<file path="src/rtl/ulticolor_pkg.sv">
// Shared definitions for the ulticolor bank controller: register offsets,
// CTRL bit positions and the control register layout.
package ulticolor_pkg;

  typedef enum logic [1:0] {
    OFF_BANK_LO = 2'd0,
    OFF_BANK_HI = 2'd1,
    OFF_CTRL    = 2'd2,
    OFF_STATUS  = 2'd3
  } reg_off_t;

  localparam int unsigned CTRL_FLIP = 0;
  localparam int unsigned CTRL_WP   = 1;

  typedef struct packed {
    logic wp;
    logic flip;
  } ctrl_t;

endpackage

</file>
<file path="src/rtl/ulticolor_bus_sync.sv">
// Synchronises the asynchronous color-bus strobes into the clock domain,
// samples address/data during a write and emits a one-clock commit strobe.
module ulticolor_bus_sync #(
  parameter int unsigned ADDR_WIDTH = 10,
  parameter int unsigned DATA_WIDTH = 4
) (
  input  logic                  clock,
  input  logic                  reset,
  input  logic                  we_n,
  input  logic                  ce_n,
  input  logic [ADDR_WIDTH-1:0] address,
  input  logic [DATA_WIDTH-1:0] data_in,
  output logic [ADDR_WIDTH-1:0] sample_addr,
  output logic [DATA_WIDTH-1:0] sample_data,
  output logic                  commit
);

  logic we_s1, we_s2, ce_s1, ce_s2;
  logic [1:0] fill;
  logic armed;
  logic we_d;
  logic we_eff;

  // After reset a write already in progress is ignored: synced we is held
  // high until the pins have been seen high once, so only a fresh falling
  // edge can start a new capture.
  assign we_eff = we_s2 | ~armed;
  assign commit = we_eff & ~we_d & ~ce_s2;

  always_ff @(posedge clock) begin
    if (reset) begin
      we_s1       <= 1'b1;
      we_s2       <= 1'b1;
      ce_s1       <= 1'b1;
      ce_s2       <= 1'b1;
      fill        <= '0;
      armed       <= 1'b0;
      we_d        <= 1'b1;
      sample_addr <= '0;
      sample_data <= '0;
    end else begin
      we_s1 <= we_n;
      we_s2 <= we_s1;
      ce_s1 <= ce_n;
      ce_s2 <= ce_s1;
      fill  <= {fill[0], 1'b1};
      if (fill[1] && we_s2)
        armed <= 1'b1;
      we_d <= we_eff;
      if (!we_eff && !ce_s2) begin
        sample_addr <= address;
        sample_data <= data_in;
      end
    end
  end

endmodule

</file>
<file path="src/rtl/ulti_color_bank_ctrl.sv">
// Color-RAM bank controller: register block, frame-synchronised bank flip and
// lane muxing. Define ULTICOLOR_READBACK_EN to read registers back on the bus.
module ulti_color_bank_ctrl
  import ulticolor_pkg::*;
#(
  parameter int unsigned ADDR_WIDTH = 10,
  parameter int unsigned DATA_WIDTH = 4,
  parameter int unsigned LANE_BITS  = 1,
  parameter int unsigned BANK_BITS  = 7
) (
  input  logic                              clock,
  input  logic                              reset,
  input  logic [ADDR_WIDTH-1:0]             address_color,
  input  logic [DATA_WIDTH-1:0]             data_color_i,
  output logic [DATA_WIDTH-1:0]             data_color_o,
  output logic                              data_color_oe,
  input  logic                              _ce_color,
  input  logic                              _we_color,
  input  logic                              frame_sync,
  output logic [BANK_BITS-LANE_BITS-1:0]    bank,
  input  logic [(2**LANE_BITS)*DATA_WIDTH-1:0] mem_data_i,
  output logic [(2**LANE_BITS)*DATA_WIDTH-1:0] mem_data_o,
  output logic [(2**LANE_BITS)-1:0]         mem_data_oe,
  output logic                              _ce_mem,
  output logic                              _we_mem,
  output logic [(2**LANE_BITS)-1:0]         _lane_n
);

  localparam int unsigned LANES = 2**LANE_BITS;

  logic [ADDR_WIDTH-1:0]   sample_addr;
  logic [DATA_WIDTH-1:0]   sample_data;
  logic                    commit;

  logic [BANK_BITS-1:0]    active_bank, pending_bank, bank_wr;
  logic [2*DATA_WIDTH-1:0] pend_ext;
  ctrl_t                   ctrl;
  logic                    pend_flag;

  logic                    reg_hit_s, reg_hit_p, wp_block;
  reg_off_t                off_s, off_p;
  logic [LANE_BITS-1:0]    lane;
  logic [DATA_WIDTH-1:0]   mem_lane;

  ulticolor_bus_sync #(
    .ADDR_WIDTH (ADDR_WIDTH),
    .DATA_WIDTH (DATA_WIDTH)
  ) u_bus_sync (
    .clock       (clock),
    .reset       (reset),
    .we_n        (_we_color),
    .ce_n        (_ce_color),
    .address     (address_color),
    .data_in     (data_color_i),
    .sample_addr (sample_addr),
    .sample_data (sample_data),
    .commit      (commit)
  );

  assign reg_hit_s = &sample_addr[ADDR_WIDTH-1:2];
  assign off_s     = reg_off_t'(sample_addr[1:0]);
  assign reg_hit_p = &address_color[ADDR_WIDTH-1:2];
  assign off_p     = reg_off_t'(address_color[1:0]);

  // Bank halves are merged on a 2*DATA_WIDTH view of pending_bank, then cut
  // back to BANK_BITS so surplus BANK_HI data bits drop out.
  assign pend_ext = (2*DATA_WIDTH)'(pending_bank);
  assign bank_wr  = (off_s == OFF_BANK_LO)
                  ? BANK_BITS'({pend_ext[2*DATA_WIDTH-1:DATA_WIDTH], sample_data})
                  : BANK_BITS'({sample_data, pend_ext[DATA_WIDTH-1:0]});

  // Later assignments win: a bank commit coinciding with frame_sync still
  // leaves pend_flag set, after the transfer took the old pending_bank.
  always_ff @(posedge clock) begin
    if (reset) begin
      active_bank  <= '0;
      pending_bank <= '0;
      ctrl         <= '0;
      pend_flag    <= 1'b0;
    end else begin
      if (frame_sync && pend_flag) begin
        active_bank <= pending_bank;
        pend_flag   <= 1'b0;
      end
      if (commit && reg_hit_s) begin
        case (off_s)
          OFF_BANK_LO, OFF_BANK_HI: begin
            if (ctrl.flip) begin
              pending_bank <= bank_wr;
              pend_flag    <= 1'b1;
            end else begin
              active_bank  <= bank_wr;
              pending_bank <= bank_wr;
            end
          end
          OFF_CTRL: begin
            ctrl.flip <= sample_data[CTRL_FLIP];
            ctrl.wp   <= sample_data[CTRL_WP];
            if (!sample_data[CTRL_FLIP] && pend_flag) begin
              active_bank <= pending_bank;
              pend_flag   <= 1'b0;
            end
          end
          default: ;
        endcase
      end
    end
  end

  assign lane     = active_bank[BANK_BITS-1 -: LANE_BITS];
  assign bank     = active_bank[BANK_BITS-LANE_BITS-1:0];
  assign wp_block = ctrl.wp & ~reg_hit_p;
  assign mem_lane = mem_data_i[lane*DATA_WIDTH +: DATA_WIDTH];

  assign mem_data_o    = {LANES{data_color_i}};
  assign _ce_mem       = _ce_color;
  assign _we_mem       = wp_block | _we_color;
  assign data_color_oe = ~_ce_color & _we_color;

  always_comb begin
    mem_data_oe       = '0;
    mem_data_oe[lane] = ~_ce_color & ~_we_color & ~wp_block;
    _lane_n           = '1;
    _lane_n[lane]     = 1'b0;
  end

  always_comb begin
    data_color_o = mem_lane;
    if (reg_hit_p) begin
`ifdef ULTICOLOR_READBACK_EN
      case (off_p)
        OFF_BANK_LO: data_color_o = pend_ext[DATA_WIDTH-1:0];
        OFF_BANK_HI: data_color_o = pend_ext[2*DATA_WIDTH-1:DATA_WIDTH];
        OFF_CTRL:    data_color_o = DATA_WIDTH'(ctrl);
        default:     data_color_o = DATA_WIDTH'(pend_flag);
      endcase
`else
      if (off_p == OFF_STATUS)
        data_color_o = DATA_WIDTH'(pend_flag);
`endif
    end
  end

endmodule

</file>
<file path="config.mk">
export PLATFORM = sky130hd
export DESIGN_NAME = ulti_color_bank_ctrl
export DESIGN_NICKNAME = d
export VERILOG_FILES = /design/src/rtl/ulticolor_pkg.sv /design/src/rtl/ulticolor_bus_sync.sv /design/src/rtl/ulti_color_bank_ctrl.sv
export SDC_FILE = /design/constraint.sdc
export NUM_CORES = 1
export LEC_CHECK = 0
export BUFFER_PORTS_ARGS = -buffer_cell sky130_fd_sc_hd__buf_4
export CAP_MARGIN = 20
export CORE_ASPECT_RATIO = 0.7
export CORE_MARGIN = 4
export CORE_UTILIZATION = 52
export CTS_CLUSTER_SIZE = 12
export DETAILED_ROUTE_END_ITERATION = 6
export PLACE_DENSITY = 0.83
export SLEW_MARGIN = 25
export SYNTH_ARGS = -nofsm -noshare
export SYNTH_HDL_FRONTEND = slang
export SYNTH_HIERARCHICAL = 1
export SYNTH_SLANG_ARGS = --single-unit
</file>
<file path="constraint.sdc">
create_clock -name clock -period 3.04 [get_ports clock]
set_input_delay 0.608 -clock clock [delete_from_list [all_inputs] [get_ports clock]]
set_output_delay 0.608 -clock clock [all_outputs]
set_load 0.01 [all_outputs]
</file>
==> flow_summary_export.csv, run 1 <==
group,metric,value,unit
floorplan,die_y,60.4,um
pwr,vdd_drop_max,0.000253,V
timing,setup_viol,0,
worst_setup_path,required,2430,ps
grt,antenna_found_initial,0,
grt,grt_max_degree,53,
floorplan,die_w,82.9,um
clocking,cts_tree,"built",
yosys,synth-main-ff-cell,"dfxtp_1",
worst_setup_path,critPathSlowestCell,"nor3_1",
yosys,synth.area.top_cells,"dfxtp_1 38%, mux2i_1 15%, nand2b_1 9.8%",
pwr,switching_share,22.0,%
clocking,clock_latency,290,ps
grt,grt-ovfl-total,0,
clocking,postCtsHoldBufs,0,
clocking,root_buffer,"clkbuf_8",
yosys,yosysWarningCount,6,
placement,portBuffers,51,
clocking,cts_setup_buffers,0,
clocking,clock_path_buffers,2,
job,maxCapViolations,0,
timing,worst_pin_slew,917,ps
finish,final_nets,287,
clocking,cts_buffers,5,
placement,hpwlAfterDp,3410,um
pwr,internal_power,742,uW
pwr,pwr-share-seq,54.6,%
floorplan,core,3650,um^2
detailed_routing,drt-initial-drc-count,105,
worst_setup_path,path_common_cell,"buf_4",
timing,tns,0,ps
detailed_routing,via_count,1682,
worst_setup_path,end_kind,"output port",
detailed_routing,postRouteAntennaNets,0,
timing,skew,3.29,ps
yosys,netlist_instances,219,
detailed_routing,finalWirelength,4790,um
timing,hold_violations,0,
worst_setup_path,crit_buf_inv,2,
pwr,p_total,952,uW
min_path,hold_path_class,"reg2reg",
worst_setup_path,arrival,1870,ps
floorplan,io_pins,52,
detailed_routing,wire_per_inst,15.4,um
yosys,yosysMostFrequentCell,"dfxtp_1",
grt,grt_pass1_vias,1600,
finish,diodes,0,
timing,fin_crit_sh,81.6,%
pwr,power_leakage,0.995,nW
finish,drive_above_1_share,30.0,%
yosys,ys_ff_latch,39,
timing,relSlewSlack,38.8,%
timing,min_period,2480,ps
worst_setup_path,critical_path.startpoint_type,"primary input",
finish,area_growth_syn_to_layout,21.1,%
run_status,status,"finished clean",
grt,track_usage,19.3,%
clocking,cts_resized,0,
pwr,switching_power,209,uW
yosys,ys_types,33,
detailed_routing,drc,0,
yosys,yosysSeqAreaShare,38.2,%
placement,gp_congestion,0.877,
pwr,power.density,385,nW/um^2
yosys,async_flop_share,0,%
clocking,clk_pin_slew,70,ps
yosys,netlist_area,2040,um^2
yosys,synth_top_area_share,38.2,%
timing,max_freq,403,MHz
worst_setup_path,path_max_fanout,5,
grt,grt_pass1_wl,7730,um
detailed_routing,first_pass_iters,5,
timing,slew_violations,0,
floorplan,die-area,5010,um^2
detailed_routing,vias_per_cell,5.43,
floorplan,rows,18,
pwr,comb_power_share,8.8,%
yosys,yosysTopAreaCell,"dfxtp_1",
pwr,clock_power_share,36.6,%
timing,rsz0062_at_grt,"no",
worst_setup_path,path_cells,"buf_4 -> nand4_1 -> nor3_1 -> o21ai_0 -> buf_4",
worst_setup_path,crit_family,"simple AND/OR/NAND/NOR gates",
yosys,ys_top_cells_by_count,"39 x dfxtp_1, 32 x nand2b_1, 31 x mux2i_1",
worst_setup_path,cpPeakStageDelay,640,ps
yosys,synthesis.nets,246,
clocking,htree_levels,2,
clocking,clock_sinks,39,
yosys,syn_avg_cell_area,9.33,um^2
worst_setup_path,worstSetupPathType,"in2out",
yosys,synth_edf_count,0,
floorplan,start_util,56.0,%
[worst paths after layout]
kind | to | start | slack [ps] | cells past startpoint
max | data_color_o[0] | address_color[4] | 560 | 5
min | u_bus_sync/we_s2 | u_bus_sync/we_s1 | 430 | 1
max reg2reg | active_bank[6] | u_bus_sync/we_s2 | 600 | 7
min reg2reg | u_bus_sync/we_s2 | u_bus_sync/we_s1 | 430 | 1
[worst register-to-register path, cell delays in order (launching register included)]
cell	delay, ps
dfxtp_1	390
and2b_2	250
nor3_1	250
nand4_2	190
or3_4	430
or2_4	270
or3_4	350
o211ai_1	220
[through the flow]
| step | worst slack, ps | instances | cell area, um^2 | hold slack (ps) | util (%) |
|---|---|---|---|---|---|
| floorplan | 911 | 219 | 2040 | 389 | - |
| global placement | 672 | 303 | 2390 | 405 | 65.4 |
| detailed placement | 573 | 303 | 2390 | 397 | 65.4 |
| CTS | 570 | 310 | 2470 | 434 | 67.8 |
| global route | 494 | 310 | 2470 | 454 | 67.8 |
| finish | 560 | 310 | 2470 | 430 | 67.8 |
[power groups by stage]
| stage | sequential, mW | clock, mW | combinational, mW |
|---|---|---|---|
| CTS | 0.519 | 0.355 | 0.0849 |
| floorplan | 0.530 | 0 | 0.0422 |
| detailed placement | 0.531 | 0 | 0.0848 |
| global route | 0.519 | 0.375 | 0.0921 |
| global placement | 0.531 | 0 | 0.0833 |
| finish | 0.519 | 0.348 | 0.0842 |
[area by class of cell]
type	count	area, um^2
repair buffers	53	398
inverters	3	11.3
well taps	50	62.6
clock buffers	6	82.6
clock inverters	1	5.00
multi-input cells	158	1130
fillers	296	1170
flip-flops and latches	39	781
[kinds of logic (layout without fill, tap and decap cells)]
| kind of cell | Yosys count | count (layout) | share of synthesized area (%) |
|---|---|---|---|
| AOI/OAI and AO/OA | 36 | 36 | 12.6 |
| muxes | 36 | 36 | 17.9 |
| and+or+nand+nor | 86 | 86 | 24.9 |
| buffers and inverters | 22 | 63 | 6.31 |
| DFF | 39 | 39 | 38.2 |
[layer usage]
| metal | global-route usage (%) | wire, um |
|---|---|---|
| met3 | 7.19 | 405 |
| met1 | 25.1 | 2240 |
| met2 | 31.6 | 2120 |
| met5 | 0 | 0 |
| met4 | 3.96 | 25 |
[flip-flops by register name, summed over array words and instances (netlist names)]
name                    count
u_bus_sync/ce_s1            1
u_bus_sync/armed            1
u_bus_sync/fill             2
pend_flag                   1
u_bus_sync/we_s2            1
active_bank                 7
pending_bank                7
u_bus_sync/ce_s2            1
ctrl                        2
u_bus_sync/we_s1            1
u_bus_sync/sample_addr     10
u_bus_sync/sample_data      4
u_bus_sync/we_d             1
[layout by cell type, fill, tap and decap left out, drive strengths merged, types with 2 or more instances in the layout]
master	n
buf	53
dfxtp	39
nand2b	32
mux2i	31
nor2	12
nand2	11
a21oi	10
a211oi	10
nor2b	7
clkbuf	6
nor3	5
nand3	5
mux2	5
or2	5
o32ai	4
o211ai	4
inv	3
nand4	3
o21ai	3
or3	2
o221ai	2
and2b	2
(Power assumes the default switching activity.)
==> inputs of run 2 (changes only) <==
- clock period: 3.04 -> 2.37 ns (I/O delays scaled with it)
==> run 2 against run 1 <==
Compared with the run above:
- worst hold slack worse by 55 ps
- routed wire length decreased by 4.8%
- final cell count grew 1.6%
- power up 42%
- critical endpoint is now active_bank[3]
- largest power group unchanged
==> flow_summary_export.csv, run 2 (synthesis gave the netlist of run 1 again) <==
group,metric,value,unit
run_status,status,"finished clean",
grt,grt-ovfl-total,0,
finish,final_nets,291,
worst_setup_path,reg2reg_from,"u_bus_sync/we_s2",
placement,hpwlAfterDp,3260,um
clocking,cts_buffers,5,
worst_setup_path,reg2reg_depth,7,
clocking,clock_latency,300,ps
pwr,p_total,1.35,mW
finish,layout.cells.most_common,"buf_4",
finish,area_growth_syn_to_layout,24.2,%
worst_setup_path,path_max_fanout,5,
worst_setup_path,r2r_end,"active_bank[3]",
detailed_routing,highest_layer,"met4",
timing,skew,7.97,ps
min_path,min_from,"_we_color",
clocking,root_buffer,"clkbuf_8",
detailed_routing,drc,0,
detailed_routing,postRouteAntennaNets,0,
grt,grt_pass1_wl,7620,um
worst_setup_path,required,2590,ps
timing,hold_violations,0,
detailed_routing,via_count,1704,
clocking,cts_setup_buffers,0,
min_path,min_to,"u_bus_sync/we_s1",
grt,grt_pass1_vias,1580,
min_path,hold_path_class,"in2reg",
floorplan,die-area,5010,um^2
worst_setup_path,crit_buf_inv,0,
clocking,htree_levels,2,
clocking,clk_pin_slew,80,ps
job,maxCapViolations,0,
worst_setup_path,worstSetupPathType,"reg2reg",
timing,final.setup.worst_slack,51.8,ps
finish,seqCellArea,781,um^2
finish,largest_register_ffs,10,
detailed_routing,drt-initial-drc-count,75,
floorplan,core,3650,um^2
placement,portBuffers,51,
worst_setup_path,path_cells,"and2b_2 -> nor3_2 -> nand4_2 -> or3_4 -> or2_4 -> or3_4 -> o221ai_1",
detailed_routing,vias_per_cell,5.41,
worst_setup_path,crit_family,"simple AND/OR/NAND/NOR gates",
clocking,clock_path_buffers,2,
min_path,hold_depth,2,
placement,postPlaceCellArea,2420,um^2
grt,track_usage,19.1,%
placement,gp_congestion,0.839,
worst_setup_path,end_kind,"flop",
finish,diodes,0,
floorplan,rows,18,
worst_setup_path,arrival,2540,ps
clocking,clock_sinks,39,
detailed_routing,finalWirelength,4560,um
detailed_routing,wire_per_inst,14.5,um
floorplan,start_util,56.0,%
worst_setup_path,critPathSlowestCell,"or3_4",
timing,holdWs,376,ps
finish,layout_common_cells,"57 x buf_4, 39 x dfxtp_1, 32 x nand2b_1",
floorplan,die_y,60.4,um
timing,setup_viol,0,
timing,slew_violations,0,
grt,antenna_found_initial,0,
worst_setup_path,path_common_cell,"or3_4",
timing,min_period,2320,ps
pwr,power_leakage,1.03,nW
detailed_routing,wl_met1,2280,um
worst_setup_path,r2r_slack,50,ps
finish,regMostFlops,"u_bus_sync/sample_addr",
floorplan,io_pins,52,
finish,multi_input_area,1140,um^2
timing,max_freq,431,MHz
timing,fin_crit_sh,97.8,%
timing,worst_pin_slew,593,ps
clocking,cts_tree,"built",
floorplan,die_w,82.9,um
finish,finalInstanceArea,2540,um^2
placement,pre_cts_ws,60.5,ps
finish,fillCellCount,323,
finish,reg.largest.list,"u_bus_sync/sample_addr: 10 flops, active_bank: 7 flops, pending_bank: 7 flops",
finish,drive_above_1_share,31.7,%
timing,relSlewSlack,60.4,%
pwr,power.density,533,nW/um^2
pwr,vdd_drop_max,0.000539,V
detailed_routing,wl_met2,1880,um
grt,grt_max_degree,53,
detailed_routing,first_pass_iters,4,
worst_setup_path,cpPeakStageDelay,420,ps
detailed_routing,wl_met3,357,um
worst_setup_path,critical_path.startpoint_type,"flop",
[run 2: cell types whose count changed in the layout (fill, tap and decap cells not counted)]
| cell | previous run | this run |
|---|---|---|
| buf_4 | 53 | 57 |
| bufinv_16 | 0 | 1 |
| nor3_1 | 5 | 4 |
| nor3_2 | 0 | 1 |
[run 2: per-layer routing]
layer	track usage, %	vias up
met1	25.0	785
li1	-	861
met4	4.66	0
met2	28.4	56
met5	0	-
met3	9.50	2
[run 2: worst max path at each step]
stage          slack (ps)        endpoint  depth (start not counted)        startpoint
2_1_floorplan         240  active_bank[3]                          7  u_bus_sync/we_s2
3_3_place_gp          130  active_bank[2]                          7  u_bus_sync/we_s2
3_5_place_dp           60  active_bank[3]                          7  u_bus_sync/we_s2
4_1_cts                30  active_bank[2]                          7  u_bus_sync/we_s2
5_1_grt               -20  active_bank[3]                          7  u_bus_sync/we_s2
6_report               50  active_bank[3]                          7  u_bus_sync/we_s2
[run 2: layout make-up]
cell class,instances,area share [%]
Sequential cell,39,30.8
Clock inverter,2,1.38
Tap cell,50,2.46
Multi-Input combinational cell,158,44.8
Timing Repair Buffer,57,16.9
Inverter,3,0.444
Clock buffer,6,3.25
[run 2: per-stage QoR]
stage / instances / setup TNS, ps / util (%)
2_1_floorplan: 219 / 0 / -
3_3_place_gp: 307 / 0 / 66.2
3_5_place_dp: 307 / 0 / 66.2
4_1_cts: 315 / 0 / 69.4
5_1_grt: 315 / -38.6 / 69.6
6_report: 315 / 0 / 69.6
[run 2: power breakdown]
group | total, mW | switching, mW | internal [mW] | leakage [nW]
clock | 0.579 | 0.238 | 0.341 | 0.0612
sequential | 0.666 | 0.00421 | 0.661 | 0.316
combinational | 0.108 | 0.0456 | 0.0627 | 0.654
[run 2: timing repair]
item / 4_1_cts / 5_1_grt
hold buffers: 0 / 0
endpoints found under the setup margin: 0 / 4
resized for setup: 0 / 1
